$ cat src/rtl/mat_stream_formatter_pkg.sv
// Shared definitions for the matrix result stream formatter and its FIFO.
package mat_stream_formatter_pkg;

    localparam logic [7:0] CH_ZERO  = 8'h30;
    localparam logic [7:0] CH_SPACE = 8'h20;
    localparam logic [7:0] CH_CR    = 8'h0D;
    localparam logic [7:0] CH_LF    = 8'h0A;

    // Positions within the per-element byte sequence
    localparam logic [2:0] POS_HUND = 3'd0;
    localparam logic [2:0] POS_TENS = 3'd1;
    localparam logic [2:0] POS_ONES = 3'd2;
    localparam logic [2:0] POS_SEP  = 3'd3;
    localparam logic [2:0] POS_LF   = 3'd4;

    typedef enum logic [2:0] {
        S_IDLE,
        S_LOAD,
        S_CONV,
        S_EMIT,
        S_DONE
    } state_t;

    function automatic int unsigned clog2(input int unsigned value);
        int unsigned result;
        result = 0;
        for (int unsigned i = 0; i < 32; i++) begin
            if ((64'd1 << i) < 64'(value)) begin
                result = i + 1;
            end
        end
        return result;
    endfunction

    // Byte presented at a given sequence position for the current element
    function automatic logic [7:0] seq_byte(
        input logic [2:0] pos,
        input logic [1:0] hund,
        input logic [3:0] tens,
        input logic [3:0] ones,
        input logic       row_end
    );
        logic [7:0] b;
        case (pos)
            POS_HUND: b = CH_ZERO + 8'(hund);
            POS_TENS: b = CH_ZERO + 8'(tens);
            POS_ONES: b = CH_ZERO + 8'(ones);
            POS_SEP:  b = row_end ? CH_CR : CH_SPACE;
            default:  b = CH_LF;
        endcase
        return b;
    endfunction

endpackage

$ cat src/rtl/mat_stream_formatter_sync.sv
// Synchronous FIFO with extra-MSB pointers; combinational read data at the head.
module sync_fifo
    import mat_stream_formatter_pkg::*;
#(
    parameter int WIDTH = 10,
    parameter int DEPTH = 64
) (
    input  logic             clk,
    input  logic             rst_n,
    input  logic             clear,
    input  logic             push,
    input  logic             pop,
    input  logic [WIDTH-1:0] din,
    output logic [WIDTH-1:0] dout,
    output logic             full,
    output logic             empty
);

    localparam int ADDR = int'(clog2(DEPTH));

    logic [WIDTH-1:0] mem [DEPTH];
    logic [ADDR:0]    wr_ptr;
    logic [ADDR:0]    rd_ptr;

    assign empty = (wr_ptr == rd_ptr);
    assign full  = (wr_ptr[ADDR-1:0] == rd_ptr[ADDR-1:0]) && (wr_ptr[ADDR] != rd_ptr[ADDR]);
    assign dout  = mem[rd_ptr[ADDR-1:0]];

    // Pointer update; clear flushes, a pop never makes room for a same-cycle push
    always_ff @(posedge clk or negedge rst_n) begin
        if (!rst_n) begin
            wr_ptr <= '0;
            rd_ptr <= '0;
        end else if (clear) begin
            wr_ptr <= '0;
            rd_ptr <= '0;
        end else begin
            if (push && !full) begin
                wr_ptr <= wr_ptr + (ADDR+1)'(1);
            end
            if (pop && !empty) begin
                rd_ptr <= rd_ptr + (ADDR+1)'(1);
            end
        end
    end

    // Storage array, not reset
    always_ff @(posedge clk) begin
        if (push && !full && !clear) begin
            mem[wr_ptr[ADDR-1:0]] <= din;
        end
    end

endmodule

$ cat src/rtl/mat_stream_formatter.sv
// Buffers matrix elements and emits them as ASCII decimal over a byte handshake.
module mat_stream_formatter
    import mat_stream_formatter_pkg::*;
#(
    parameter int DATA_WIDTH = 8,
    parameter int FIFO_DEPTH = 64
) (
    input  logic                  clk,
    input  logic                  rst_n,
    input  logic                  clear,
    input  logic                  in_valid,
    input  logic [DATA_WIDTH-1:0] in_elem,
    input  logic                  in_row_end,
    input  logic                  in_last,
    output logic                  tx_valid,
    output logic [7:0]            tx_data,
    input  logic                  tx_ready,
    output logic                  busy,
    output logic                  done,
    output logic                  overflow
);

    localparam int ENTRY_W = DATA_WIDTH + 2;

    state_t             state;
    logic               fifo_push;
    logic               fifo_pop;
    logic               fifo_full;
    logic               fifo_empty;
    logic [ENTRY_W-1:0] fifo_din;
    logic [ENTRY_W-1:0] fifo_dout;

    logic [7:0]         rem;
    logic [1:0]         hund;
    logic [3:0]         tens;
    logic [3:0]         ones;
    logic [2:0]         idx;
    logic               cur_last;
    logic               cur_row_end;

    logic [2:0]         first_idx;
    logic [7:0]         first_byte;
    logic [7:0]         next_byte;
    logic               last_byte;

    assign fifo_push = in_valid && !fifo_full && !clear;
    assign fifo_pop  = (state == S_LOAD) && !clear;
    assign fifo_din  = {in_last, in_row_end, in_elem};
    assign busy      = !fifo_empty || (state != S_IDLE);

    sync_fifo #(
        .WIDTH (ENTRY_W),
        .DEPTH (FIFO_DEPTH)
    ) u_fifo (
        .clk   (clk),
        .rst_n (rst_n),
        .clear (clear),
        .push  (fifo_push),
        .pop   (fifo_pop),
        .din   (fifo_din),
        .dout  (fifo_dout),
        .full  (fifo_full),
        .empty (fifo_empty)
    );

    // Byte selection: leading-zero suppression for the first byte, and the
    // successor of the byte currently on the bus
    always_comb begin
        first_idx  = (hund != 2'd0) ? POS_HUND : ((tens != 4'd0) ? POS_TENS : POS_ONES);
        first_byte = seq_byte(first_idx, hund, tens, rem[3:0], cur_row_end);
        next_byte  = seq_byte(idx + 3'd1, hund, tens, ones, cur_row_end);
        last_byte  = (idx == POS_LF) || ((idx == POS_SEP) && !cur_row_end);
    end

    // Control FSM with registered handshake outputs; the first byte is loaded
    // on the conversion exit edge so tx_valid rises in the first emit cycle
    always_ff @(posedge clk or negedge rst_n) begin
        if (!rst_n) begin
            state       <= S_IDLE;
            tx_valid    <= 1'b0;
            tx_data     <= '0;
            done        <= 1'b0;
            overflow    <= 1'b0;
            rem         <= '0;
            hund        <= '0;
            tens        <= '0;
            ones        <= '0;
            idx         <= '0;
            cur_last    <= 1'b0;
            cur_row_end <= 1'b0;
        end else if (clear) begin
            state    <= S_IDLE;
            tx_valid <= 1'b0;
            done     <= 1'b0;
            overflow <= 1'b0;
        end else begin
            done <= 1'b0;
            if (in_valid && fifo_full) begin
                overflow <= 1'b1;
            end
            case (state)
                S_IDLE: begin
                    if (!fifo_empty) begin
                        state <= S_LOAD;
                    end
                end
                S_LOAD: begin
                    rem         <= 8'(fifo_dout[DATA_WIDTH-1:0]);
                    hund        <= '0;
                    tens        <= '0;
                    cur_row_end <= fifo_dout[DATA_WIDTH];
                    cur_last    <= fifo_dout[DATA_WIDTH+1];
                    state       <= S_CONV;
                end
                S_CONV: begin
                    if (rem >= 8'd100) begin
                        rem  <= rem - 8'd100;
                        hund <= hund + 2'd1;
                    end else if (rem >= 8'd10) begin
                        rem  <= rem - 8'd10;
                        tens <= tens + 4'd1;
                    end else begin
                        ones     <= rem[3:0];
                        idx      <= first_idx;
                        tx_data  <= first_byte;
                        tx_valid <= 1'b1;
                        state    <= S_EMIT;
                    end
                end
                S_EMIT: begin
                    if (tx_ready) begin
                        if (last_byte) begin
                            tx_valid <= 1'b0;
                            done     <= cur_last;
                            state    <= cur_last ? S_DONE : S_IDLE;
                        end else begin
                            idx     <= idx + 3'd1;
                            tx_data <= next_byte;
                        end
                    end
                end
                S_DONE: begin
                    state <= S_IDLE;
                end
                default: begin
                    state <= S_IDLE;
                end
            endcase
        end
    end

endmodule

$ cat config.mk
export PLATFORM = sky130hd
export DESIGN_NAME = mat_stream_formatter
export DESIGN_NICKNAME = d
export VERILOG_FILES = /design/src/rtl/mat_stream_formatter_pkg.sv /design/src/rtl/mat_stream_formatter_sync.sv /design/src/rtl/mat_stream_formatter.sv
export SDC_FILE = /design/constraint.sdc
export NUM_CORES = 1
export LEC_CHECK = 0
export ABC_AREA = 1
export CAP_MARGIN = 5
export CORE_MARGIN = 2
export CORE_UTILIZATION = 52
export DETAILED_ROUTE_END_ITERATION = 10
export PLACE_DENSITY_LB_ADDON = 0.08
export SLEW_MARGIN = 20
export SYNTH_ARGS = -nofsm -noshare
export SYNTH_HDL_FRONTEND = slang
export SYNTH_SLANG_ARGS = --single-unit
$ cat constraint.sdc
create_clock -name clk -period 2.9 [get_ports clk]
set_input_delay 0.58 -clock clk [delete_from_list [all_inputs] [get_ports clk]]
set_output_delay 0.58 -clock clk [all_outputs]
set_load 0.02 [all_outputs]
# Word-level counts from Yosys, hierarchy flattened
# Memories as Yosys holds them, arrays and structs flattened.
# Index checks and enable logic that the tools add are counted.
# word_totals
output_inout_bits	12
ramBits	640
reg_bits	51
in_bits	15
mem_count	1
word_cells	141
# classes
bitwise	3
n_reduce_logical	35
muxes	49
addsub	11
n_lt_le_gt_ge	2
eq_ne	26
# memory_table
memory	words	width	read_ports	rd_clocked_by_memory_dff	write_ports	line_no	text
u_fifo.mem	64	10	1	0	1	mat_stream_formatter_sync.sv:21	logic [WIDTH-1:0] mem [DEPTH];
# ops
operator	n
case mux 7 bit (4 select lines)	2
two-way mux 8 bit	6
two-way mux 3 bit	11
case mux 8 bit (2 select lines)	2
two-way mux 7 bit	4
adder 6 x 4 -> 7 bit, first input constant	3
inequality test 3 bit, second input constant	6
equality test 3 x 2 -> 1 bit, second input constant	5
adder 7 x 1 -> 7 bit, second input constant	2
two-way mux 1 bit	13
inequality test 2 bit, second input constant	6
case mux 3 bit (4 select lines)	1
nonzero test 2 bit	6
AND reduction 5 bit	2
logical AND 1 bit	9
logical NOT 3 bit	3
>= comparator 8 x 4 -> 1 bit, second input constant	1
>= comparator 8 x 7 -> 1 bit, second input constant	1
two-way mux 4 bit	2
case mux 4 bit (2 select lines)	1
AND reduction 4 bit	2
subtractor 8 x 4 -> 8 bit, second input constant	1
subtractor 8 x 7 -> 8 bit, second input constant	1
adder 6 x 2 -> 7 bit, first input constant	1
other kinds (23)	35

# Depth between registers and ports, before layout
# depth
depth_word	9
mapped_depth	15
ltp_nobuf	13

# By module
# Synthesis repeated with hierarchy kept, for this count alone.
# hier_totals
hier_cells	3107
area_unflattened_um2	30939.7
# modules_own_cells
mod	seq_area_each_um2	n_inst	cells_per_inst	area_each_um2
sync_fifo	19568.8	1	2783	28514.8
mat_stream_formatter	875.8	1	324	2424.8

# Worst setup path before layout
# Ideal clock, no wire load.
# synth_path
path_kind	input-to-reg
start	input port clear
end	memory u_fifo.mem[63][0], enable pin
t_arrival_ps	2013
required_ps	2508
path_slack_ps	494
setup_time_ps	392
cell_stages	6
path_buffers	1
path_cell_list	clkbuf_1 nor2_1 nand2_2 inv_2 nand2_4 nor3_1
# synth_between
elab_chain_len	6
# synth_rtl
item	line_no	text
from (decl)	mat_stream_formatter.sv:10	input logic clear,
logical NOT 1 bit *	mat_stream_formatter_sync.sv:49, mat_stream_formatter.sv:46	
logical AND 1 bit	mat_stream_formatter.sv:46	assign fifo_push = in_valid && !fifo_full && !clear;
logical AND 1 bit	mat_stream_formatter_sync.sv:49	if (push && !full && !clear) begin
logical AND 1 bit *	mat_stream_formatter_sync.sv:49	
two-way mux 1 bit *	mat_stream_formatter_sync.sv:49	
two-way mux 1 bit (implied by the code) *	mat_stream_formatter_sync.sv:50	mem[wr_ptr[ADDR-1:0]] <= din;
to (decl)	mat_stream_formatter_sync.sv:21	
# Mark *: on every way between the ends. The rest lies on a longest branch, timed or not.

# Worst setup path after layout
# layout_path
start	register u_fifo.rd_ptr[0]
end	output port busy
# layout_between
elab_chain_len	3
# layout_rtl
item	line_no	text
from (decl)	mat_stream_formatter_sync.sv:23	logic [ADDR:0] rd_ptr;
from (signal assigned)	mat_stream_formatter_sync.sv:42	rd_ptr <= rd_ptr + (ADDR+1)'(1);
equality test 7 bit	mat_stream_formatter_sync.sv:25	assign empty = (wr_ptr == rd_ptr);
logical NOT 1 bit	mat_stream_formatter.sv:49	assign busy = !fifo_empty || (state != S_IDLE);
logical OR 1 bit	mat_stream_formatter.sv:49	
to (decl)	mat_stream_formatter.sv:18	output logic busy,
# No other way between the ends.

==> impl_metrics.prom <==
# TYPE chip_impl_metric gauge
chip_impl_info{name="status",value="complete, no violations"} 1
chip_impl_info{name="worstSetupEndpointType",value="primary output"} 1
chip_impl_metric{name="max_freq",unit="MHz"} 359
chip_impl_info{name="rsz0062_at_grt",value="yes"} 1
chip_impl_metric{name="post_drt_wl_per_cell",unit="um"} 21.6
chip_impl_metric{name="synth_largest_type_area_fraction",unit=""} 0.654
chip_impl_metric{name="area.growth.synth_to_final",unit="%"} 12.2
chip_impl_metric{name="finalPower",unit="mW"} 25.0
chip_impl_metric{name="synthArstFlopShare",unit=""} 0.0711
chip_impl_metric{name="cts_made_buffers",unit=""} 74
chip_impl_metric{name="io_buffers",unit=""} 24
chip_impl_metric{name="grt_max_degree",unit=""} 184
chip_impl_info{name="yosys_most_used_dff",value="edfxtp_1"} 1
chip_impl_info{name="worstHoldPathType",value="in -> async"} 1
chip_impl_metric{name="std_cell_rows",unit=""} 87
chip_impl_metric{name="fin_skew",unit="ns"} 0.0176
chip_impl_info{name="synth.top_cells.by_count",value="nand2_1 (787), edfxtp_1 (640), nand3_1 (410)"} 1
chip_impl_metric{name="initial_drc_count",unit=""} 1939
chip_impl_metric{name="route.vias.total",unit=""} 19900
chip_impl_metric{name="htree_levels",unit=""} 3
chip_impl_info{name="timing.critical_path.from_type",value="register"} 1
chip_impl_metric{name="core",unit="sq mm"} 0.0562
chip_impl_metric{name="grt_pass1_wl",unit="um"} 117000
chip_impl_info{name="synthTopCellsByArea",value="edfxtp_1 (65%), nand2_1 (10%), nand3_1 (7.0%)"} 1
chip_impl_metric{name="final-hold-violation-count",unit=""} 0
chip_impl_metric{name="start_util",unit=""} 0.523
chip_impl_metric{name="timing_worst_slew_pin_value",unit="ns"} 0.968
chip_impl_metric{name="worstSkewPairLatency",unit="ns"} 0.61
chip_impl_metric{name="die_width",unit="um"} 242
chip_impl_metric{name="slew_headroom",unit=""} 0.352
chip_impl_info{name="yosys.cell_count.top_type",value="nand2_1"} 1
chip_impl_metric{name="mappedNetlistArea",unit="sq mm"} 0.0294
chip_impl_metric{name="synth_seq_area_share",unit=""} 0.695
chip_impl_info{name="path_class",value="reg -> out"} 1
chip_impl_metric{name="route.final.wire_length",unit="um"} 76600
chip_impl_metric{name="finalCriticalPeriod",unit="ns"} 2.79
chip_impl_info{name="tritoncts",value="yes"} 1
chip_impl_metric{name="finish.net_count",unit=""} 2766
chip_impl_metric{name="post-dp-hpwl",unit="um"} 44300
chip_impl_metric{name="gr-usage-all-layers",unit=""} 0.263
chip_impl_metric{name="setup.reg_to_reg.worst_slack",unit="ns"} 0.13
chip_impl_metric{name="yosys_warnings",unit=""} 0
chip_impl_metric{name="layout.core_utilization",unit=""} 0.587
chip_impl_metric{name="total_leakage_power",unit="nW"} 12.6
chip_impl_metric{name="number_of_global_route_vias_before_repair",unit=""} 19300
chip_impl_metric{name="synth_area_per_cell",unit="sq um"} 10.8
chip_impl_metric{name="synth.ff_latch_count",unit=""} 689
chip_impl_metric{name="place.gp.congestion",unit=""} 0.877
chip_impl_metric{name="worst_r2r_path_cells",unit=""} 12
chip_impl_metric{name="clk_pin_slew",unit="ns"} 0.06
chip_impl_metric{name="timing.final.crit_share",unit=""} 0.962
chip_impl_metric{name="cts_num_sinks",unit=""} 689
chip_impl_metric{name="multi_input_comb_area",unit="sq mm"} 0.00757
chip_impl_metric{name="design.die.area",unit="sq mm"} 0.0584
chip_impl_info{name="synthDominantAreaCellType",value="edfxtp_1"} 1
chip_impl_metric{name="arrival_time_of_the_worst_setup_path",unit="ns"} 2.21
chip_impl_metric{name="worst-endpoint-required",unit="ns"} 2.32
chip_impl_metric{name="route.detailed.drc",unit=""} 0
chip_impl_metric{name="synthCells",unit=""} 2714
chip_impl_metric{name="worst_path_maximum_fanout",unit=""} 4
chip_impl_info{name="clk_root_buffer_cell",value="clkbuf_16"} 1
chip_impl_metric{name="drt_pre_antenna_iters",unit=""} 7
chip_impl_metric{name="gr-total-overflow",unit=""} 0
chip_impl_metric{name="antenna_found_initial",unit=""} 0
chip_impl_metric{name="routed_via_density",unit=""} 5.61
chip_impl_metric{name="inserted_diodes",unit=""} 0
chip_impl_metric{name="max_root_sink_buffers",unit=""} 3
chip_impl_metric{name="vert_die_dim",unit="um"} 242
chip_impl_metric{name="antenna_violating_nets_post_route",unit=""} 0
chip_impl_metric{name="ioPinCount",unit=""} 27
chip_impl_metric{name="synth_edf_count",unit=""} 640
chip_impl_metric{name="cap_violations",unit=""} 0
chip_impl_metric{name="postCtsSetupBuffers",unit=""} 0
chip_impl_metric{name="report.final.setup_viol",unit=""} 0
chip_impl_metric{name="power_density",unit="mW/mm^2"} 758
chip_impl_metric{name="final-seq-area",unit="sq mm"} 0.0205
chip_impl_metric{name="synth_cell_types",unit=""} 33
chip_impl_metric{name="final_layout_size_suffix_gt1_frac",unit=""} 0.0756
chip_impl_metric{name="max-vdd-ir-drop",unit="V"} 0.000574
chip_impl_metric{name="num-fill-cells",unit=""} 4743
chip_impl_metric{name="slew_viol_final",unit=""} 0
-- layout make-up --
| type | count | area share |
|---|---|---|
| clock buffers | 87 | 0.0599 |
| clock inverters | 46 | 0.0110 |
| flip-flops and latches | 689 | 0.620 |
| well taps | 756 | 0.0287 |
| multi-input cells | 1689 | 0.229 |
| inverters | 189 | 0.0218 |
| repair buffers | 91 | 0.0292 |
-- critical path, stage by stage, from the launching register on --
cell and delay, ns:
dfrtp_4 0.54, nand2_1 0.09, nand2_1 0.06, a21oi_1 0.17
nand2_1 0.09, nor2_2 0.13, buf_4 0.14, nand4_1 0.12
clkdlybuf4s15_2 0.28
-- logic make-up (layout without fill, tap and decap cells) --
family | Yosys count | in the layout | share of synthesized area
AND/OR/NAND/NOR | 1441 | 1441 | 0.203
XOR/XNOR | 13 | 13 | 0.00387
adder cells (fa/ha/maj) | 17 | 17 | 0.00724
flip-flops | 689 | 689 | 0.695
other | 1 | 2 | 0.000128
AO/OA/AOI/OAI | 216 | 216 | 0.0413
buffers and inverters | 337 | 413 | 0.0485
-- stage by stage --
| step | instance area [sq um] | cells | hold WS, ns | TNS [ns] | setup WS [ns] |
|---|---|---|---|---|---|
| final | 33000 | 3547 | 0.405 | 0 | 0.111 |
| after global routing | 33000 | 3547 | 0.416 | -0.0183 | -0.0183 |
| after CTS | 32900 | 3546 | 0.384 | 0 | 0.00431 |
| after detailed placement | 30600 | 3412 | 0.475 | -46.76 | -0.221 |
| after global placement | 30600 | 3412 | 0.469 | -46.39 | -0.239 |
| after floorplan | 29400 | 2715 | 0.284 | 0 | 0.494 |
-- state kept, by name (all words and copies together) (netlist names) --
| signal | flops |
|---|---|
| u_fifo.mem | 640 |
| rem | 8 |
| u_fifo.rd_ptr | 7 |
| u_fifo.wr_ptr | 7 |
| tx_data | 6 |
| ones | 4 |
| tens | 4 |
| idx | 3 |
| state | 3 |
| hund | 2 |
| cur_last | 1 |
| cur_row_end | 1 |
| done | 1 |
| overflow | 1 |
| tx_valid | 1 |
-- power breakdown --
group          switching [mW]  internal (mW)  leakage [nW]
clock                    3.83           5.31          1.15
combinational            3.24           1.37          5.03
sequential              0.164           11.1          6.38
total                    7.24           17.7          12.6
-- worst paths after layout --
kind,start,endpoint
setup reg to reg,u_fifo.rd_ptr[0],u_fifo.mem[12][6]
min in group clk,tx_valid,tx_valid
max in group asynchronous,rst_n,u_fifo.rd_ptr[0]
setup / recovery,u_fifo.rd_ptr[0],busy
hold / removal,rst_n,rem[2]
hold reg to reg,tx_valid,tx_valid
-- routing by layer --
| metal | GRT usage | wire length (um) | share of wire |
|---|---|---|---|
| met1 | 0.370 | 33000 | 0.43 |
| met2 | 0.421 | 36200 | 0.47 |
| met3 | 0.0412 | 5200 | 0.068 |
| met4 | 0.0893 | 2180 | 0.028 |
| met5 | 0 | 0 | 0 |
-- layout by cell type (no fill, tap or decap), drive strengths merged, types with 3 or more instances in the layout --
master	netlist	final
o221ai	3	3
dfrtp	49	49
inv	187	191
xnor2	4	4
ha	17	17
buf	96	76
nand2	789	789
clkinvlp	0	4
edfxtp	640	640
nand4	12	12
a211oi	3	3
o31ai	8	8
o22ai	14	14
o211ai	27	27
a21oi	44	44
bufinv	0	5
clkdlybuf4s50	0	12
clkinv	2	35
xor2	9	9
o21ai	113	113
nand3	410	410
clkbuf	52	88
nor3	9	9
nor2	218	218
-- repair_timing --
item,in CTS,in global routing
setup endpoints to repair,1,145
hold buffers,1,0
resized for setup,3,18
hold endpoints to repair,11,0
cloned,0,1
No activity file was read; power rests on OpenSTA's default activity.
